--- src/rtl/led_seq_driver.sv ---
// led_seq_driver: lights one of NUM_LEDS outputs for a programmed time with
// PWM brightness and optional blink, then holds an all-off gap and pulses
// done. LED index order follows the game's colour order:
// 0 = red, 1 = blue, 2 = green, 3 = yellow.
module led_seq_driver #(
    parameter int NUM_LEDS   = 4,
    parameter int PWM_BITS   = 8,
    parameter int TIME_W     = 16,
    parameter int BLINK_HALF = 1024,
    localparam int SEL_W     = (NUM_LEDS > 1) ? $clog2(NUM_LEDS) : 1
) (
    input  logic                clk,
    input  logic                rst_n,
    input  logic                start,
    input  logic                abort,
    input  logic [SEL_W-1:0]    led_sel,
    input  logic [PWM_BITS-1:0] duty,
    input  logic                blink,
    input  logic [TIME_W-1:0]   hold_cycles,
    input  logic [TIME_W-1:0]   gap_cycles,
    output logic [NUM_LEDS-1:0] led,
    output logic                busy,
    output logic                done
);

    localparam int BLINK_W = (BLINK_HALF > 1) ? $clog2(BLINK_HALF) : 1;
    localparam logic [BLINK_W-1:0] BLINK_LAST = BLINK_W'(BLINK_HALF - 1);

    typedef enum logic [1:0] {
        ST_IDLE,
        ST_SHOW,
        ST_GAP
    } state_e;

    state_e              state_q, state_d;
    logic [TIME_W-1:0]   cnt_q, cnt_d;          // remaining cycles in SHOW/GAP minus one
    logic [BLINK_W-1:0]  blink_cnt_q, blink_cnt_d;
    logic                phase_q, phase_d;      // 1 = visible half of the blink period
    logic [SEL_W-1:0]    sel_q, sel_d;
    logic [PWM_BITS-1:0] duty_q, duty_d;
    logic                blink_q, blink_d;
    logic [TIME_W-1:0]   gap_q, gap_d;
    logic [PWM_BITS-1:0] pwm_cnt_q;
    logic                lit;

    // Next-state logic: capture on start, count SHOW then GAP down, abort overrides.
    always_comb begin
        // NOTE: every _d gets its hold value first so no path leaves one unassigned (no latches).
        state_d     = state_q;
        cnt_d       = cnt_q;
        blink_cnt_d = blink_cnt_q;
        phase_d     = phase_q;
        sel_d       = sel_q;
        duty_d      = duty_q;
        blink_d     = blink_q;
        gap_d       = gap_q;

        unique case (state_q)
            ST_IDLE: begin
                if (start && !abort) begin
                    sel_d       = led_sel;
                    duty_d      = duty;
                    blink_d     = blink;
                    gap_d       = gap_cycles;
                    // A hold of 0 still shows for one cycle.
                    cnt_d       = (hold_cycles == '0) ? '0 : hold_cycles - 1'b1;
                    blink_cnt_d = '0;
                    phase_d     = 1'b1;
                    state_d     = ST_SHOW;
                end
            end
            ST_SHOW: begin
                if (blink_cnt_q == BLINK_LAST) begin
                    blink_cnt_d = '0;
                    phase_d     = ~phase_q;
                end else begin
                    blink_cnt_d = blink_cnt_q + 1'b1;
                end
                if (cnt_q == '0) begin
                    if (gap_q != '0) begin
                        state_d = ST_GAP;
                        cnt_d   = gap_q - 1'b1;
                    end else begin
                        state_d = ST_IDLE;
                    end
                end else begin
                    cnt_d = cnt_q - 1'b1;
                end
            end
            ST_GAP: begin
                if (cnt_q == '0) begin
                    state_d = ST_IDLE;
                end else begin
                    cnt_d = cnt_q - 1'b1;
                end
            end
            default: state_d = ST_IDLE;
        endcase

        if (abort) begin
            state_d     = ST_IDLE;
            cnt_d       = '0;
            blink_cnt_d = '0;
            phase_d     = 1'b0;
        end
    end

    // State and operand registers, plus the free-running PWM counter.
    always_ff @(posedge clk or negedge rst_n) begin
        if (!rst_n) begin
            state_q     <= ST_IDLE;
            cnt_q       <= '0;
            blink_cnt_q <= '0;
            phase_q     <= 1'b0;
            sel_q       <= '0;
            duty_q      <= '0;
            blink_q     <= 1'b0;
            gap_q       <= '0;
            pwm_cnt_q   <= '0;
        end else begin
            // NOTE: non-blocking here so every register samples the pre-edge values.
            state_q     <= state_d;
            cnt_q       <= cnt_d;
            blink_cnt_q <= blink_cnt_d;
            phase_q     <= phase_d;
            sel_q       <= sel_d;
            duty_q      <= duty_d;
            blink_q     <= blink_d;
            gap_q       <= gap_d;
            pwm_cnt_q   <= pwm_cnt_q + 1'b1;
        end
    end

    // Full-scale duty must stay on through the counter's top value as well.
    assign lit = (&duty_q) || (pwm_cnt_q < duty_q);

    // LED drive from registers only; an out-of-range select lights nothing.
    always_comb begin
        led = '0;
        for (int i = 0; i < NUM_LEDS; i++) begin
            led[i] = (state_q == ST_SHOW) && (sel_q == SEL_W'(i)) && lit
                     && (!blink_q || phase_q);
        end
    end

    assign busy = (state_q != ST_IDLE);
    assign done = ((state_q == ST_SHOW) && (cnt_q == '0) && (gap_q == '0))
               || ((state_q == ST_GAP) && (cnt_q == '0));

endmodule

--- config.mk ---
export PLATFORM = sky130hd
export DESIGN_NAME = led_seq_driver
export DESIGN_NICKNAME = d
export VERILOG_FILES = /design/src/rtl/led_seq_driver.sv
export SDC_FILE = /design/constraint.sdc
export NUM_CORES = 1
export LEC_CHECK = 0
export BUFFER_PORTS_ARGS = -buffer_cell sky130_fd_sc_hd__buf_4
export CAP_MARGIN = 5
export CORE_MARGIN = 2
export CORE_UTILIZATION = 30
export DETAILED_ROUTE_END_ITERATION = 8
export PLACE_DENSITY = 0.52
export SETUP_SLACK_MARGIN = 0.5
export SYNTH_ARGS = -nofsm -noshare
export SYNTH_HDL_FRONTEND = slang
export SYNTH_SLANG_ARGS = --single-unit
export TNS_END_PERCENT = 1
--- constraint.sdc ---
create_clock -name clk -period 4.4 [get_ports clk]
set_input_delay 0.66 -clock clk [delete_from_list [all_inputs] [get_ports clk]]
set_output_delay 0.66 -clock clk [all_outputs]
set_load 0.02 [all_outputs]
* Yosys cells after proc, flatten, opt, wreduce, memory -nomap -nowiden *
Index checks and enable logic that the tools add are counted.
W data, S select, Z words.

word-level totals
  register bits = 64
  input port bits = 47
  output and inout bits = 6
  logic and storage cells = 85

operators by class
  add/subtract/negate cells = 5
  $lt $le $gt $ge = 1
  equality and inequality tests = 12
  muxes and demuxes = 21
  bitwise gates (word level) = 1
  reduce and logical (&&, ||, !) cells = 36

operators by type and width
  kind                     count
  $mux W16                 6
  $logic_not A16 Y1        3
  $pmux W16 S3             1
  $sub A16 B1 Y16 const B  3
  $mux W10                 3
  $pmux W10 S2             1
  $logic_and A1 B1 Y1      16
  $reduce_bool A16 Y1      1
  $ne A3 B3 Y1 const B     5
  $add A10 B1 Y10 const B  1
  $eq A10 B10 Y1 const B   1
  $mux W2                  5
  $add A8 B1 Y8 const B    1
  $lt A8 B8 Y1             1
  $reduce_and A8 Y1        1
  $eq A2 B2 Y1 const B     3
  $pmux W2 S3              1
  $reduce_and A3 Y1        2
  $eq A2 B1 Y1 const B     2
  $logic_not A2 Y1         2
  $ne A4 B4 Y1 const B     1
  $reduce_and A2 Y1        2
  $reduce_and A4 Y1        1
  $reduce_bool A4 Y1       1
  other kinds (7)          12

* Depth between registers and ports, before layout *
  word-level depth = 5
  mapped depth = 9
  depth with buffers taken out = 8

* Worst setup path before layout *
OpenSTA, ideal clock, no wires.

  kind = register to output
  start = register gap_q[12]
  end = output done
  arrival = 2.204 ns
  data required time = 3.740 ns
  path slack = 1.536 ns
  cell stages (with the launch flop) = 5
  path buffers = 0
  cells stage by stage = dfrtp_1 -> or4_4 -> nor3b_4 -> a31oi_2 -> nor4_1

between the ends
  cells in the longest elaborated chain, start to end = 3

ends and longest elaborated chain
  what                    line  text
  from (decl)             42    logic [TIME_W-1:0] gap_q, gap_d;
  from (signal assigned)  129   gap_q <= gap_d;
  $logic_not A16 Y1       147   assign done = ((state_q == ST_SHOW) && (cnt_q == '0) && (gap_q == '0))
  $logic_and A1 B1 Y1     147
  $logic_or A1 B1 Y1      148   || ((state_q == ST_GAP) && (cnt_q == '0));
  to (decl)               23    output logic done

No other way between the ends.

* Final worst setup path *
  start = register gap_q[4]
  end = output done

Same word-level chain as after synthesis.

==> key figures <==
Timing
  – Final Slew Violations: 0
  – Setup-failing EPs final: 0
  – Final worst path period share: 0.742
  – Hold Vio Cnt, Final: 0
  – Final setup margin: 1140 ps
  – Max-Slew Margin vs Limit: 0.437
  – Clock period minus worst slack: 3260 ps
  – Max Clk Rate: 306 MHz
  – Layout Skew: 6.75 ps
  – Setup TNS Final: 0 ps
  – Worst Tran Pin Value: 837 ps
  – Unrepaired setup endpoints after global routing: false

Setup path
  – Crit. End Element: primary output
  – Critical path type: flip-flop to primary output
  – Worst r2r dst: cnt_q[13]
  – Worst Path Max Fanout: 10
  – R2R Setup Slk: 1550 ps
  – CP Launch Type: flip-flop
  – Worst r2r src: cnt_q[0]
  – Worst Path Arrival: 2600 ps
  – FF-to-FF path depth: 8
  – Worst Setup EP: done
  – Critical Path Source: gap_q[4]
  – WP data required: 3740 ps

Yosys
  – Synth area leaders: dfrtp_1 38%, mux2_2 7.8%, xor2_1 5.0%, ha_1 4.8%, xnor2_1 4.0%
  – Synth cell count leaders: 64 x dfrtp_1, 36 x nor2_1, 29 x mux2_2
  – Netlist Area Pre-Place: 4180 um^2
  – Seq cells post-synth: 64
  – Distinct cells, synth: 61
  – Main synth FF type: dfrtp_1
  – Mapped Nets: 496
  – Sequential-to-total area share from yosys stat: 0.383
  – Syn Inst Count: 433
  – FFs w/ async S/R, synth: 1.00
  – Post-synth EDFFs: 0
  – Synth top area share: 0.383
  – Syn. warnings: 0
  – Synth area leader: dfrtp_1
  – Top-count cell post-synth: dfrtp_1
  – Avg Cell Area, Syn: 9.65 um^2

Clock tree
  – Post-CTS Hold Buffers: 0
  – Clk slew on worst S/H paths: 60 ps
  – CTS root buf: clkbuf_16
  – # resized after CTS: 0
  – CTS Buf Count: 9
  – Clk buf depth: 2
  – Buffer count from post-CTS setup fixing: 0
  – Worst skew pair latency: 330 ps
  – Clk sinks: 64
  – CTS tree: done
  – H-tree levels: 3

Placement
  – Detailed Place HPWL: 7.69 mm
  – PortBufs: 52
  – Dpl cells: 655
  – Placement Setup Slack: 1420 ps
  – Final RePlAce weighted congestion: 0.905

Drt
  – 1st-iter DRT viols: 250
  – DR vias: 3432
  – DRC Markers: 0
  – Final ANT Viol Nets: 0
  – Vias per cell: 5.11
  – Total iterations of the first detailed-routing run: 4
  – DR WL/cell: 15.4 um
  – Routed WL: 10.4 mm

Layout
  – Area Growth Syn to Fin: 22.4%
  – Cell Count, Final, Fillers Out: 671
  – Fraction of layout cells with a size suffix above 1: 0.238
  – Nets: 549
  – Fin util: 0.373
  – ANT cells: 0

Global route
  – Largest net degree at the start of global routing: 65
  – Number of global-route vias before repair: 3412
  – GRT overflow: 0
  – Initial antenna violation count: 0
  – First-pass GRT wire length: 17.3 mm
  – All-Layer GR Usage: 0.147

Job
  – Max-cap violations: 0

Floorplanning
  – Std-Cell Rows: 43
  – Die height: 122 um
  – IO Pins: 53
  – Core Box Area: 13700 um^2
  – Die area: 14900 um^2
  – Die X: 122 um
  – Initial Utilization: 0.305

Power and ir drop
  – Cell Int Power: 2.08 mW
  – Total power: 3.52 mW
  – Flop pwr share: 0.290
  – Peak supply drop: 0.307 mV
  – Logic pwr share: 0.468
  – Switching part of the total: 0.409
  – Static Leak: 2.23 nW
  – Clock share of power: 0.242
  – Switch Pwr: 1.44 mW
  – Cell Pwr Density: 688 nW/um^2

Status
  – Status: completed

Min path
  – Tightest Hold Check Type: primary input to asynchronous set/reset pin
-- layer usage --
| metal | routed length, um | vias to the layer above | share of wire | global-route usage |
|---|---|---|---|---|
| li1 | - | 1693 | - | - |
| met1 | 4910 | 1691 | 0.47 | 0.194 |
| met2 | 5100 | 39 | 0.49 | 0.243 |
| met3 | 207 | 9 | 0.020 | 0.0276 |
| met4 | 148 | 0 | 0.014 | 0.0489 |
| met5 | 0 | - | 0 | 0 |
-- stage by stage --
step                      area (um^2)  hold slack [ps]
after floorplan                  4180              364
after global placement           4760              468
after global routing             5110              514
after detailed placement         4760              472
after CTS                        5110              475
final                            5110              436
-- critical path: stages (launching register included) --
cell and delay (ps):
dfrtp_1 420, nor4_2 770, a31oi_2 370, nor4_1 490, buf_4 220
-- power groups by stage --
stage | clock network (mW) | logic [mW] | registers [mW]
global route | 0.902 | 1.86 | 1.05
global placement | 0 | 1.63 | 1.02
floorplan | 0 | 1.28 | 0.958
detailed placement | 0 | 1.65 | 1.03
finish | 0.850 | 1.65 | 1.02
CTS | 0.873 | 1.66 | 1.02
-- state kept, by name, indices dropped and copies added, names as in the netlist --
signal       cells
state_q          2
cnt_q           16
blink_cnt_q     10
blink_q          1
sel_q            2
duty_q           8
phase_q          1
pwm_cnt_q        8
gap_q           16
-- logic make-up after synthesis --
group / synth area share
xor+xnor: 0.0901
fa+ha+maj: 0.0479
mux: 0.0877
flops: 0.383
buf+inv: 0.0362
compound gates: 0.145
simple gates: 0.210
-- final cells by class --
cell class | instances | area, um^2
clock buffers | 10 | 239
clock inverters | 6 | 115
fillers | 1403 | 8600
inverters | 25 | 93.8
multi-input cells | 331 | 2430
flip-flops and latches | 64 | 1600
well taps | 180 | 225
repair buffers | 55 | 413
-- cells in the final DEF (no fill, tap or decap), types with 4 or more instances in the layout --
cell type	count
buf_4	55
nor3_1	19
xnor2_1	19
nand3_1	10
a31oi_1	5
mux2i_1	4
nor4_1	11
nand2_1	23
nor2_1	36
or3_1	6
inv_1	25
o21ai_0	14
a211oi_1	6
a21o_1	4
mux2_2	29
a21oi_1	14
nand4_1	6
dfrtp_1	64
o31ai_1	5
ha_1	16
a211o_1	4
xor2_1	24
or4_1	7
nand2b_1	10
and3_1	4
clkbuf_16	9
o2bb2ai_1	4
-- how the worst min path moves through the flow --
stage	startpoint	end	slack, ps	cells past startpoint
6_report	rst_n	blink_cnt_q[4]	440	1
5_1_grt	pwm_cnt_q[0]	pwm_cnt_q[0]	510	1
4_1_cts	rst_n	blink_cnt_q[6]	470	1
3_5_place_dp	pwm_cnt_q[7]	pwm_cnt_q[7]	470	1
3_3_place_gp	pwm_cnt_q[7]	pwm_cnt_q[7]	470	1
2_1_floorplan	rst_n	blink_cnt_q[0]	360	0
No activity file was read; power rests on OpenSTA's default activity.
